$ cat src/rtl/return_stack.sv
// rtl/return_stack.sv - hardware return-address stack for the CALL/RET path
//
// Holds up to DEPTH return addresses. A CALL pushes push_addr (PC+1), a RET
// pops the top. Overflow and underflow are reported as sticky flags.
//
// Ports:
//   clk        rising-edge clock
//   rst        synchronous active-high reset (priority over all inputs)
//   push       CALL strobe, stores push_addr as the new top
//   pop        RET strobe, discards the current top
//   push_addr  return address to store
//   clear_err  clears overflow/underflow (a same-cycle error event wins)
//   top_addr   registered top of stack, 0 when empty
//   count      registered number of valid entries, 0..DEPTH
//   empty      registered, count == 0
//   full       registered, count == DEPTH
//   overflow   sticky: a push was dropped because the stack was full
//   underflow  sticky: a pop was issued while the stack was empty
module return_stack #(
    parameter int WIDTH = 32,
    parameter int DEPTH = 8
) (
    input  logic                         clk,
    input  logic                         rst,
    input  logic                         push,
    input  logic                         pop,
    input  logic [WIDTH-1:0]             push_addr,
    input  logic                         clear_err,
    output logic [WIDTH-1:0]             top_addr,
    output logic [$clog2(DEPTH+1)-1:0]   count,
    output logic                         empty,
    output logic                         full,
    output logic                         overflow,
    output logic                         underflow
);

    localparam int CW = $clog2(DEPTH + 1);
    localparam int AW = $clog2(DEPTH);
    localparam logic [CW-1:0] ONE     = CW'(1);
    localparam logic [CW-1:0] TWO     = CW'(2);
    localparam logic [CW-1:0] DEPTH_C = CW'(DEPTH);

    logic [WIDTH-1:0] mem_q [DEPTH];
    logic [WIDTH-1:0] mem_d [DEPTH];
    logic [CW-1:0]    count_q, count_d;
    logic [WIDTH-1:0] top_q, top_d;
    logic             empty_q, empty_d;
    logic             full_q, full_d;
    logic             ovf_q, ovf_d;
    logic             unf_q, unf_d;

    logic             is_empty;
    logic             is_full;
    logic             ovf_ev;
    logic             unf_ev;
    logic [AW-1:0]    top_idx;
    logic [AW-1:0]    below_idx;

    always_comb begin
        mem_d     = mem_q;
        count_d   = count_q;
        top_d     = top_q;
        ovf_ev    = 1'b0;
        unf_ev    = 1'b0;
        is_empty  = (count_q == '0);
        is_full   = (count_q == DEPTH_C);
        // Only meaningful when the stack holds at least one / two entries.
        top_idx   = AW'(count_q - ONE);
        below_idx = AW'(count_q - TWO);

        if (push && pop) begin
            if (is_empty) begin
                // Pop on empty is an error, but the push still lands.
                unf_ev   = 1'b1;
                mem_d[0] = push_addr;
                count_d  = ONE;
            end else begin
                // Tail call: overwrite the top in place, never overflows.
                mem_d[top_idx] = push_addr;
            end
            top_d = push_addr;
        end else if (push) begin
            if (is_full) begin
                ovf_ev = 1'b1;
            end else begin
                mem_d[count_q[AW-1:0]] = push_addr;
                count_d                = count_q + ONE;
                top_d                  = push_addr;
            end
        end else if (pop) begin
            if (is_empty) begin
                unf_ev = 1'b1;
            end else begin
                count_d = count_q - ONE;
                // Never expose stale storage once the last entry is gone.
                top_d   = (count_q == ONE) ? '0 : mem_q[below_idx];
            end
        end

        empty_d = (count_d == '0);
        full_d  = (count_d == DEPTH_C);
        // Set beats clear when both happen in the same cycle.
        ovf_d   = (ovf_q & ~clear_err) | ovf_ev;
        unf_d   = (unf_q & ~clear_err) | unf_ev;
    end

    always_ff @(posedge clk) begin
        mem_q <= mem_d;
        if (rst) begin
            count_q <= '0;
            top_q   <= '0;
            empty_q <= 1'b1;
            full_q  <= 1'b0;
            ovf_q   <= 1'b0;
            unf_q   <= 1'b0;
        end else begin
            count_q <= count_d;
            top_q   <= top_d;
            empty_q <= empty_d;
            full_q  <= full_d;
            ovf_q   <= ovf_d;
            unf_q   <= unf_d;
        end
    end

    assign top_addr  = top_q;
    assign count     = count_q;
    assign empty     = empty_q;
    assign full      = full_q;
    assign overflow  = ovf_q;
    assign underflow = unf_q;

endmodule

$ cat config.mk
export PLATFORM = sky130hd
export DESIGN_NAME = return_stack
export DESIGN_NICKNAME = d
export VERILOG_FILES = /design/src/rtl/return_stack.sv
export SDC_FILE = /design/constraint.sdc
export NUM_CORES = 1
export LEC_CHECK = 0
export BUFFER_PORTS_ARGS = -buffer_cell sky130_fd_sc_hd__buf_2
export CAP_MARGIN = 10
export CORE_MARGIN = 1.5
export CORE_UTILIZATION = 45
export DETAILED_ROUTE_END_ITERATION = 16
export REMOVE_ABC_BUFFERS = 1
export SYNTH_ARGS = -nofsm -noshare
export SYNTH_HDL_FRONTEND = slang
export SYNTH_SLANG_ARGS = --single-unit
$ cat constraint.sdc
create_clock -name clk -period 3.39 [get_ports clk]
set_input_delay 0 -clock clk [delete_from_list [all_inputs] [get_ports clk]]
set_output_delay 0 -clock clk [all_outputs]
set_load 0.01 [all_outputs]
==> results of run 1 <==
worst paths after layout:
| kind | start | endpoint | slack [ns] | cells past startpoint |
|---|---|---|---|---|
| worst min register to register | top_addr[11] | top_addr[11] | 0.49 | 2 |
| worst min-delay path | rst | count[0] | 0.08 | 2 |
| worst max register to register | count[0] | mem_q[89] | 0.59 | 7 |
| worst max-delay path | count[0] | mem_q[89] | 0.59 | 7 |
final cells by class:
type,instances,area share [%]
clock buffer,40,5.37
clock inverter,18,1.38
inverter,7,0.166
multi-input combinational,562,29.9
sequential,296,53.7
tap,390,3.09
timing repair buffer,144,6.35
sequential cells by signal, summed over array words and instances (netlist names):
signal,cells
count,4
empty,1
full,1
mem_q,256
overflow,1
top_addr,32
underflow,1
layer usage:
layer | GRT usage (%) | vias to the layer above
li1 | - | 3643
met1 | 30.3 | 3992
met2 | 33.9 | 169
met3 | 2.42 | 33
met4 | 3.92 | 0
met5 | 0 | -
metrics by stage:
| stage | instance area (um2) | power (uW) |
|---|---|---|
| after floorplan | 13100 | 5380 |
| after global routing | 15800 | 9850 |
| final | 15800 | 9480 |
| after global placement | 14400 | 5980 |
| after detailed placement | 14400 | 5990 |
| after CTS | 15800 | 9560 |
where the power goes:
group          switching (uW)  leakage (uW)  internal, uW
sequential               66.9       0.00286          4190
clock                    1400      0.000530          2140
combinational             980       0.00203           697
total                    2450       0.00542          7020
synthesized netlist by cell type (2+ instances only):
cell type / instances
a21oi_1: 3
a31oi_1: 3
a22oi_2: 3
edfxtp_1: 256
and3_1: 4
and2_1: 34
buf_2: 23
mux2i_1: 33
mux4_2: 64
dfxtp_1: 40
ha_1: 9
buf_1: 2
nor2b_1: 225
a32oi_1: 5
nor2_1: 79
clkbuf_1: 33
buf_6: 4
buf_4: 3
nand2_1: 7
nand3b_1: 2
inv_1: 6
nor3_1: 36
a211oi_1: 32
what timing repair did:
item | 4_1_cts | 5_1_grt
endpoints found under the hold margin | 291 | 0
hold buffers | 35 | 0
gates resized for setup | 0 | 0
buffers inserted | 0 | 0
cells by family (layout without fill, tap and decap cells):
group                      after synthesis  in the layout
AOI/OAI and AO/OA                       59             59
DFF                                    296            296
muxes                                   97             97
and+or+nand+nor                        395            395
adders and majority gates                9              9
xor gates and xnor gates                 2              2
buffers and inverters                   72            209
==> out/metrics.sh, run 1 <==
RUN_STATUS='finished, final reports clean'
HOLD_CLASS='input port to flop'
GRT_ANTENNA_BEFORE_REPAIR=0
SYNTH_TOP_FAMILY_BY_AREA='simple AND/OR/NAND/NOR gates'
FINAL_CORE_UTIL_PCT=53.6
CRITPATHTOPFAMILY='simple AND/OR/NAND/NOR gates'
WIRELENGTH_MET1_MM=15.0
SYNTH_SEQUENTIAL_AREA_RATIO_PCT=63.2
FINAL_CRITICAL_PATH_SETUP_SLACK_NS=0.586
CLK_PATH_BUF_DEPTH=3
WORST_PATH_LARGEST_CELL_DELAY_NS=0.96
IO_BUFFERS=76
SYNTH_TOP_AREA_CELLS='edfxtp_1 57%, mux4_2 11%, nor2b_1 10%, dfxtp_1 6.0%, mux2i_1 2.5%'
PLACED_INSTANCE_COUNT=1364
DRV.MAX_CAP_VIOLATION_COUNT=0
SYNTH.LARGEST_AREA_CELL='edfxtp_1'
CLK_LATENCY_NS=0.56
SETUP.WORST_PATH.START_CLASS='flop'
CTS_TREE='done'
FINAL-SETUP-VIOL-COUNT=0
SYNTH.MUX.AREA_FRACTION_PCT=13.2
GRT_PASS1_WL_MM=48.4
POWER_PER_CELL_AREA_mW_PER_MM2=599
SYNTH-MAIN-FF-CELL='edfxtp_1'
VIA_COUNT_OF_THE_FIRST_GLOBAL_ROUTING_PASS=7890
SETUP.WORST_PATH.END_CLASS='flop'
NFILLCELLS=2478
FIRSTDRTPASSITERS=5
CRITICAL-PATH-SLOWEST-CELL='nor2_4'
GR-TOTAL-OVERFLOW=0
DRTITER0DRC=710
LAYOUT_COMMON_CELLS='256 x edfxtp_1, 225 x nor2b_1, 76 x buf_2, 72 x nor2_1, 64 x mux4_2'
DP_HPWL_MM=17.7
POST_SYNTH_NUM_CELL_TYPES=47
FP.DIEAREA_MM2=0.0309
SLEW_VIOL_FINAL=0
DRC=0
RELSLEWSLACK_PCT=26.5
POST_LAYOUT_NONFILLER_INSTANCES=1457
SYNTH_TOP_AREA_SHARE_PCT=57.3
GRT_START_MAX_NET_PINS=80
ANT_NETS_AFTER_ROUTE=0
DRIVE_GT1_SHARE_PCT=23.1
DETAILROUTE.WIRELENGTH.MET2_MM=15.0
TMIN_FINAL_NS=2.80
PEAK_CLOCK_FREQUENCY_SUPPORTED_BY_TIMING_MHz=357
SYNTH_EDF_COUNT=256
SYNTH_SIMPLE_GATE_AREA_SHARE_PCT=16.6
YS_SEQ_ELEMENTS=296
SYNTHXORXNORAREAFRAC_PCT=0.131
TOPROUTINGLAYERUSED='met4'
ROWS=63
YOSYS_WARNINGS=0
PLACEABLECOREAREA_MM2=0.0295
SYNTH_COMPOUND_AREA_SHARE_PCT=3.45
GRT_SETUP_UNREPAIRED='false'
SYNTH_ASYNC_SR_FLOP_SHARE_PCT=0
AREA.SEQUENTIAL_MM2=0.00850
REQUIRED_NS=3.56
FINISH.NET_COUNT=1088
CRIT_TYPE='flop to flop'
HOLD_SLACK_NS=0.0773
WORST-PATH-BUF-INV=1
SYN2LAYOUT_AREA_GROWTH_PCT=17.8
GR-USAGE-ALL-LAYERS_PCT=20.8
AVGROUTEDWIREPERCELL_UM=21.7
DIE_W_UM=176
LEAKAGEPOWER_uW=0.00542
LAYOUT.CELLS.MOST_COMMON='edfxtp_1'
MAX_SLEW.WORST_PIN.SLEW_NS=1.10
MAXIMUM_CLOCK_SKEW_AT_FINAL_LAYOUT_NS=0.0165
CP_MAX_FO=32
DIE-HEIGHT_UM=176
PLACE.GP.CONGESTION=0.820
CRIT_PATH_DAT_NS=2.97
CTS_HTREE_LEVELS=1
VDD_IR_MAX_mV=0.318
INITIAL_CELL_DENSITY_OF_THE_CORE_PCT=45.5
MAPPEDNETLISTAREA_MM2=0.0134
SYNTHESIS.INSTANCES=930
BOUNDARYPINS=77
SETUP_TOTAL_NEGATIVE_SLACK_NS=0
CTS_SINKS=296
REPORT.FINAL.HOLD_VIOL_COUNT=0
DETAILROUTE.WIRELENGTH.MET3_MM=1.24
SYNTH_ADDER_AREA_SHARE_PCT=0.839
MIN_PERIOD_OVER_PERIOD_PCT=82.7
PRE_CTS_SLACK_NS=0.572
ROUTE.DETAILED.VIAS_PER_INST=5.38
DIODES=0
ROUTED-VIA-COUNT=7837
MULTI_INPUT_AREA_MM2=0.00473
ROOT_BUFFER='clkbuf_16'
NUMCTSBUFFERS=31
POSTROUTEWIRELENGTH_MM=31.6
PATH_CLK_SLEW_NS=0.06
PATH_CELLS='inv_1 > ha_1 > nor2b_4 > and2_4 > nand2_1 > o211ai_1 > nor2_4'
SYN_AREA_PER_CELL_UM2=14.4
Note: power is estimated with default switching activity, not from simulation.
==> inputs of run 2 (changes only) <==
==> constraint.sdc (replaced) <==
create_clock -name clk -period 2.79 [get_ports clk]
set_input_delay 0 -clock clk [delete_from_list [all_inputs] [get_ports clk]]
set_output_delay 0 -clock clk [all_outputs]
set_load 0.01 [all_outputs]
==> run 2 against run 1 <==
  * Clock power is 23% higher
  * Core utilization is 0.92 points higher
  * Largest cell class unchanged
  * Highest routed layer unchanged
  * Fmax up 20%
  * Register-to-register slack worse by 0.14 ns
  * Critical path type unchanged
  * Final area increased by 1.7%
==> out/metrics.sh, run 2 (synthesis results as in run 1) <==
SW_FRAC_OF_TOTAL_PCT=25.3
POWER_PER_CELL_AREA_mW_PER_MM2=724
CTS_SINKS=296
CRITICAL-PATH-SLOWEST-CELL='buf_4'
IO_BUFFERS=76
DIODES=0
PLACEABLECOREAREA_MM2=0.0295
POST-CTS-SETUP-BUFFERS=0
DIE-HEIGHT_UM=176
WORST_PATH_LARGEST_CELL_DELAY_NS=0.39
FINISH.NET_COUNT=1104
CTS_HTREE_LEVELS=1
LAYOUT.CELLS.MOST_COMMON='edfxtp_1'
ROOT_BUFFER='clkbuf_16'
MIN_PERIOD_OVER_PERIOD_PCT=83.9
DP_HPWL_MM=19.3
ROUTED-VIA-COUNT=8047
REQUIRED_NS=2.99
LARGEST_REG_FLOPS=256
FP.DIEAREA_MM2=0.0309
GRT_ANTENNA_BEFORE_REPAIR=0
CLK_PATH_BUF_DEPTH=3
GRT_START_MAX_NET_PINS=80
P_SWITCHING_uW=2950
CRIT_TYPE='flop to flop'
PATH_CLK_SLEW_NS=0.06
CTS_TREE='done'
GR-TOTAL-OVERFLOW=0
LEAKAGEPOWER_uW=0.00554
FINAL_AREA_MM2=0.0161
CELLINTERNALPOWER_uW=8690
MAXIMUM_CLOCK_SKEW_AT_FINAL_LAYOUT_NS=0.00609
RELSLEWSLACK_PCT=57.0
PATH_CELLS='inv_1 > ha_1 > nor2b_4 > and2_4 > nand2_1 > o211ai_1 > buf_4 > nor2_4 > buf_4'
SEQPWRFRAC_PCT=44.4
DPL_CELL_AREA_MM2=0.0146
HOLD_SLACK_NS=0.0327
SLEW_VIOL_FINAL=0
FINAL-SETUP-VIOL-COUNT=0
NUMCTSBUFFERS=31
CRIT_PATH_DAT_NS=2.54
DRIVE_GT1_SHARE_PCT=24.2
FIRSTDRTPASSITERS=5
GRT_PASS1_WL_MM=49.9
SETUP.WORST_PATH.END_CLASS='flop'
PEAK_CLOCK_FREQUENCY_SUPPORTED_BY_TIMING_MHz=427
INITIAL_CELL_DENSITY_OF_THE_CORE_PCT=45.5
ROUTE.DETAILED.VIAS_PER_INST=5.47
AVGROUTEDWIREPERCELL_UM=22.1
POSTROUTEWIRELENGTH_MM=32.5
CLK_LATENCY_NS=0.55
PWR-SHARE-COMB_PCT=18.1
VDD_IR_MAX_mV=0.537
CP_MAX_FO=22
POWER.SHARE.CLOCK_PCT=37.5
PLACE.GP.CONGESTION=0.785
RUN_STATUS='finished, final reports clean'
SYN2LAYOUT_AREA_GROWTH_PCT=19.8
REGISTERS.TOP_BY_FF_COUNT='mem_q'
DRV.MAX_CAP_VIOLATION_COUNT=0
SETUP.WORST_PATH.START_CLASS='flop'
MAX_SLEW.WORST_PIN.SLEW_NS=0.645
HOLD_CLASS='input port to flop'
DIE_W_UM=176
ROWS=63
DRTITER0DRC=552
ANT_NETS_AFTER_ROUTE=0
BOUNDARYPINS=77
TMIN_FINAL_NS=2.34
VIA_COUNT_OF_THE_FIRST_GLOBAL_ROUTING_PASS=8091
CRITICAL_PATH_MOST_COMMON_CELL='buf_4'
DRC=0
REPORT.FINAL.HOLD_VIOL_COUNT=0
LAYOUT_COMMON_CELLS='256 x edfxtp_1, 225 x nor2b_1, 76 x buf_2, 72 x nor2_1, 64 x mux4_2'
GRT_SETUP_UNREPAIRED='false'
GR-USAGE-ALL-LAYERS_PCT=21.7
[run 2: worst paths after layout]
path | start | to | slack [ns] | cells after the start
max | count[0] | mem_q[126] | 0.45 | 9
min | push | top_addr[15] | 0.03 | 3
max reg2reg | count[0] | mem_q[126] | 0.45 | 9
min reg2reg | overflow | overflow | 0.48 | 2
[run 2: power groups by stage]
stage | combinational (uW) | clock, uW | sequential, uW
5_1_grt | 2280 | 4620 | 5190
4_1_cts | 2130 | 4460 | 5170
3_3_place_gp | 2060 | 0 | 5260
2_1_floorplan | 1150 | 0 | 5390
6_report | 2100 | 4370 | 5170
3_5_place_dp | 2080 | 0 | 5260
[run 2: critical path: cells and delay by family (launching register included)]
kind                       cells  cell delay (ns)
adders and majority gates      1             0.28
DFF                            1             0.36
buffers and inverters          3             0.68
and+or+nand+nor                4             0.55
AOI/OAI and AO/OA              1             0.11
[run 2: timing repair]
action                    in CTS  in global routing
hold buffers                  36                  0
hold endpoints to repair     291                  0
resized for setup              0                  0
[run 2: cell type report]
type	count	area, um2
well taps	390	488
fillers	2482	13400
clock buffers	40	860
flip-flops and latches	296	8500
multi-input cells	562	4730
inverters	7	26.3
repair buffers	160	1250
clock inverters	17	231
[run 2: layer usage]
layer	track usage, %	wire [um]	up-vias
met5	0	0	-
met1	31.3	15000	4115
met4	4.24	464	0
met2	35.6	15500	206
li1	-	-	3687
met3	2.68	1610	39
[run 2: through the flow]
step | utilization (%) | setup TNS, ns | total power [uW] | instances | setup WS (ns)
4_1_cts | 54.6 | 0 | 11800 | 1472 | 0.426
6_report | 54.6 | 0 | 11600 | 1472 | 0.450
3_3_place_gp | 49.6 | 0 | 7320 | 1379 | 0.454
3_5_place_dp | 49.6 | 0 | 7340 | 1379 | 0.439
2_1_floorplan | - | -1847.59 | 6540 | 865 | -4.21
5_1_grt | 54.6 | 0 | 12100 | 1472 | 0.249
==> inputs of run 3 (changes only) <==
--- a/config.mk
+++ b/config.mk
@@ -5,6 +5,7 @@
 export SDC_FILE = /design/constraint.sdc
 export NUM_CORES = 1
 export LEC_CHECK = 0
+export ABC_AREA = 1
 export BUFFER_PORTS_ARGS = -buffer_cell sky130_fd_sc_hd__buf_2
 export CAP_MARGIN = 10
 export CORE_MARGIN = 1.5
==> constraint.sdc (replaced) <==
create_clock -name clk -period 2.39 [get_ports clk]
set_input_delay 0 -clock clk [delete_from_list [all_inputs] [get_ports clk]]
set_output_delay 0 -clock clk [all_outputs]
set_load 0.01 [all_outputs]
==> run 3 against run 2 <==
  * Count of clock-buffer cells in the layout up 6
  * Combinational power up 24%
  * Wire length up 15%
  * Final cell count up 25%
  * Final area down 0.72%
  * Sequential power up 17%
  * Clock power up 5.7%
  * Worst hold slack better by 0.056 ns
  * Sequential cell count unchanged
  * Total power up 14%
  * Register-to-register slack worse by 0.28 ns
  * Via count up 27%
  * Critical endpoint is now mem_q[46]
==> out/metrics.sh, run 3 <==
DIE-HEIGHT_UM=177
CRIT_TYPE='flop to flop'
SYNTH-MAIN-FF-CELL='edfxtp_1'
DRV.MAX_CAP_VIOLATION_COUNT=0
SYNTH_TOP_AREA_SHARE_PCT=56.3
CELLINTERNALPOWER_uW=9510
POSTROUTEWIRELENGTH_MM=37.3
FINAL_AREA_MM2=0.0160
PWR-SHARE-COMB_PCT=19.6
GR-TOTAL-OVERFLOW=0
CRIT_PATH_DAT_NS=2.51
REG_TO_REG_START='count[0]'
POST-SYNTH-TOP-COUNT-CELL='nor2_1'
DRTITER0DRC=1004
CTS_REPAIR_RESIZED_INSTS=0
SYNTH_SEQUENTIAL_AREA_RATIO_PCT=62.2
SLEW_VIOL_FINAL=0
SYNTH.LARGEST_AREA_CELL='edfxtp_1'
FINISH.NET_COUNT=1474
RRSETUPSLACK_NS=0.17
YS_SEQ_ELEMENTS=296
MAPPEDNETLISTAREA_MM2=0.0136
ROUTED-VIA-COUNT=10200
SW_FRAC_OF_TOTAL_PCT=28.4
CP_MAX_FO=134
WORST_SETUP_PATH_STARTPOINT='count[0]'
SYN2LAYOUT_AREA_GROWTH_PCT=17.0
FP.DIEAREA_MM2=0.0314
POST_SYNTH_NUM_CELL_TYPES=31
CLK_PATH_BUF_DEPTH=3
GRT_PASS1_WL_MM=57.2
SETUP_TOTAL_NEGATIVE_SLACK_NS=0
LARGEST_REG_FLOPS=256
GR-USAGE-MET2_PCT=40.6
VDD_IR_MAX_mV=0.537
MAX_SLEW.WORST_PIN.SLEW_NS=0.950
YOSYS_WARNINGS=0
REPORT.FINAL.HOLD_VIOL_COUNT=0
SETUP.WORST_PATH.START_CLASS='flop'
DIE_W_UM=177
SETUP.WORST_PATH.END_CLASS='flop'
SEQPWRFRAC_PCT=45.6
CTS_HTREE_LEVELS=1
PLACEABLECOREAREA_MM2=0.0297
ROOT_BUFFER='clkbuf_16'
POWER.SHARE.CLOCK_PCT=34.8
CTS_SINKS=296
PRE_CTS_SLACK_NS=0.179
PLACE.GP.CONGESTION=0.785
HOLD_CLASS='input port to flop'
REQUIRED_NS=2.68
GLOBAL_ROUTE.USAGE.MET3_PCT=2.56
DIODES=0
GRT_SETUP_UNREPAIRED='false'
GRT_START_MAX_NET_PINS=140
GR-USAGE-ALL-LAYERS_PCT=24.0
NUMCTSBUFFERS=30
LAYOUT.CELLS.MOST_COMMON='nor2_1'
CTS_TREE='done'
USE_MET1_PCT=32.9
IO_BUFFERS=76
PEAK_CLOCK_FREQUENCY_SUPPORTED_BY_TIMING_MHz=450
LAYOUT_COMMON_CELLS='415 x nor2_1, 256 x edfxtp_1, 158 x o21ai_0, 76 x buf_2, 69 x a21oi_1'
FINAL-SETUP-VIOL-COUNT=0
SYNTH_EDF_COUNT=256
FINAL_CRITICAL_PATH_SETUP_SLACK_NS=0.168
DP_HPWL_MM=20.7
DPL_CELL_AREA_MM2=0.0146
SYNTH_ASYNC_SR_FLOP_SHARE_PCT=0
POST_SYNTH_MOST_FREQUENT_CELLS='422 x nor2_1, 256 x edfxtp_1, 158 x o21ai_0'
CLK_LATENCY_NS=0.55
MIN-DELAY-START='push'
REGISTERS.TOP_BY_FF_COUNT='mem_q'
SYNTH_TOP_AREA_CELLS='edfxtp_1 56%, nor2_1 12%, dfxtp_1 5.9%, o21ai_0 5.8%, o211ai_1 3.5%'
MIN_PERIOD_OVER_PERIOD_PCT=93.0
GLOBAL_ROUTE.PEAK_USAGE_LAYER='met2'
VIA_COUNT_OF_THE_FIRST_GLOBAL_ROUTING_PASS=9922
ANT_NETS_AFTER_ROUTE=0
AVGROUTEDWIREPERCELL_UM=20.2
P_SWITCHING_uW=3770
FIRSTDRTPASSITERS=5
BOUNDARYPINS=77
INITIAL_CELL_DENSITY_OF_THE_CORE_PCT=45.9
MAXIMUM_CLOCK_SKEW_AT_FINAL_LAYOUT_NS=0.00684
POWER_PER_CELL_AREA_mW_PER_MM2=832
TMIN_FINAL_NS=2.22
RELSLEWSLACK_PCT=36.7
DRC=0
SYNTHESIS.INSTANCES=1327
DRIVE_GT1_SHARE_PCT=17.2
ROWS=63
SYN_AREA_PER_CELL_UM2=10.3
ROUTE.DETAILED.VIAS_PER_INST=5.56
LEAKAGEPOWER_uW=0.00609
GRT_ANTENNA_BEFORE_REPAIR=0
PATH_CLK_SLEW_NS=0.06
RUN_STATUS='finished, final reports clean'
[run 3: cell count changes after synthesis, moves of 32 or more]
cell / delta
a211oi_1: -32
a21oi_1: +67
and2_1: -34
inv_1: +41
mux2i_1: -33
mux4_2: -64
nand2_1: +33
nand3_1: +47
nor2_1: +343
nor2b_1: -225
nor3_1: -33
o211ai_1: +63
o21ai_0: +158
[run 3: per-stage QoR]
step                utilization [%]  power, uW  instances  hold slack, ns
floorplan                         -       7640       1231          0.0691
global placement               49.3       8670       1750           0.251
detailed placement             49.3       8710       1750           0.247
CTS                            53.7      13300       1842          0.0763
global route                   53.7      13800       1842          0.0946
finish                         53.7      13300       1842          0.0891
[run 3: path summary, 6_finish.rpt]
check	end	depth (start not counted)
worst min register to register	overflow	2
worst max register to register	mem_q[46]	6
worst max-delay path	mem_q[46]	6
worst min-delay path	top_addr[12]	4
[run 3: layer usage]
layer	up-vias	share of wire (%)
met5	-	0
met4	0	2.1
met3	56	5.8
met2	310	47
met1	5077	45
li1	4797	-
[run 3: layout make-up]
| class | count | area [um2] |
|---|---|---|
| fill | 2628 | 13700 |
| sequential | 296 | 8500 |
| multi-input combinational | 881 | 4430 |
| timing repair buffer | 165 | 1380 |
| clock buffer | 46 | 872 |
| tap | 390 | 488 |
| inverter | 54 | 208 |
| clock inverter | 10 | 95.1 |
[run 3: critical path: stages (launching register included)]
cell	delay, ns
dfxtp_4	0.36
inv_4	0.10
buf_12	0.43
nor2_2	0.18
a32oi_4	0.33
buf_4	0.38
nor2_1	0.07
[run 3: kinds of logic (layout without fill, tap and decap cells)]
family | count (synthesis) | after routing | synth area share [%]
compound gates | 304 | 304 | 13.1
fa+ha+maj | 9 | 9 | 0.825
buf+inv | 150 | 275 | 5.90
flops | 296 | 296 | 62.2
simple gates | 568 | 568 | 18.0
[run 3: power by group through the flow]
stage / Clock [uW] / Combinational [uW] / Sequential [uW]
floorplan: 0 / 1340 / 6300
global placement: 0 / 2510 / 6160
detailed placement: 0 / 2550 / 6170
CTS: 4680 / 2600 / 6060
global route: 4890 / 2850 / 6080
finish: 4620 / 2600 / 6060
[run 3: timing repair]
action | 4_1_cts | 5_1_grt
buffers inserted | 0 | 0
endpoints found under the hold margin | 285 | 0
hold buffers | 36 | 0
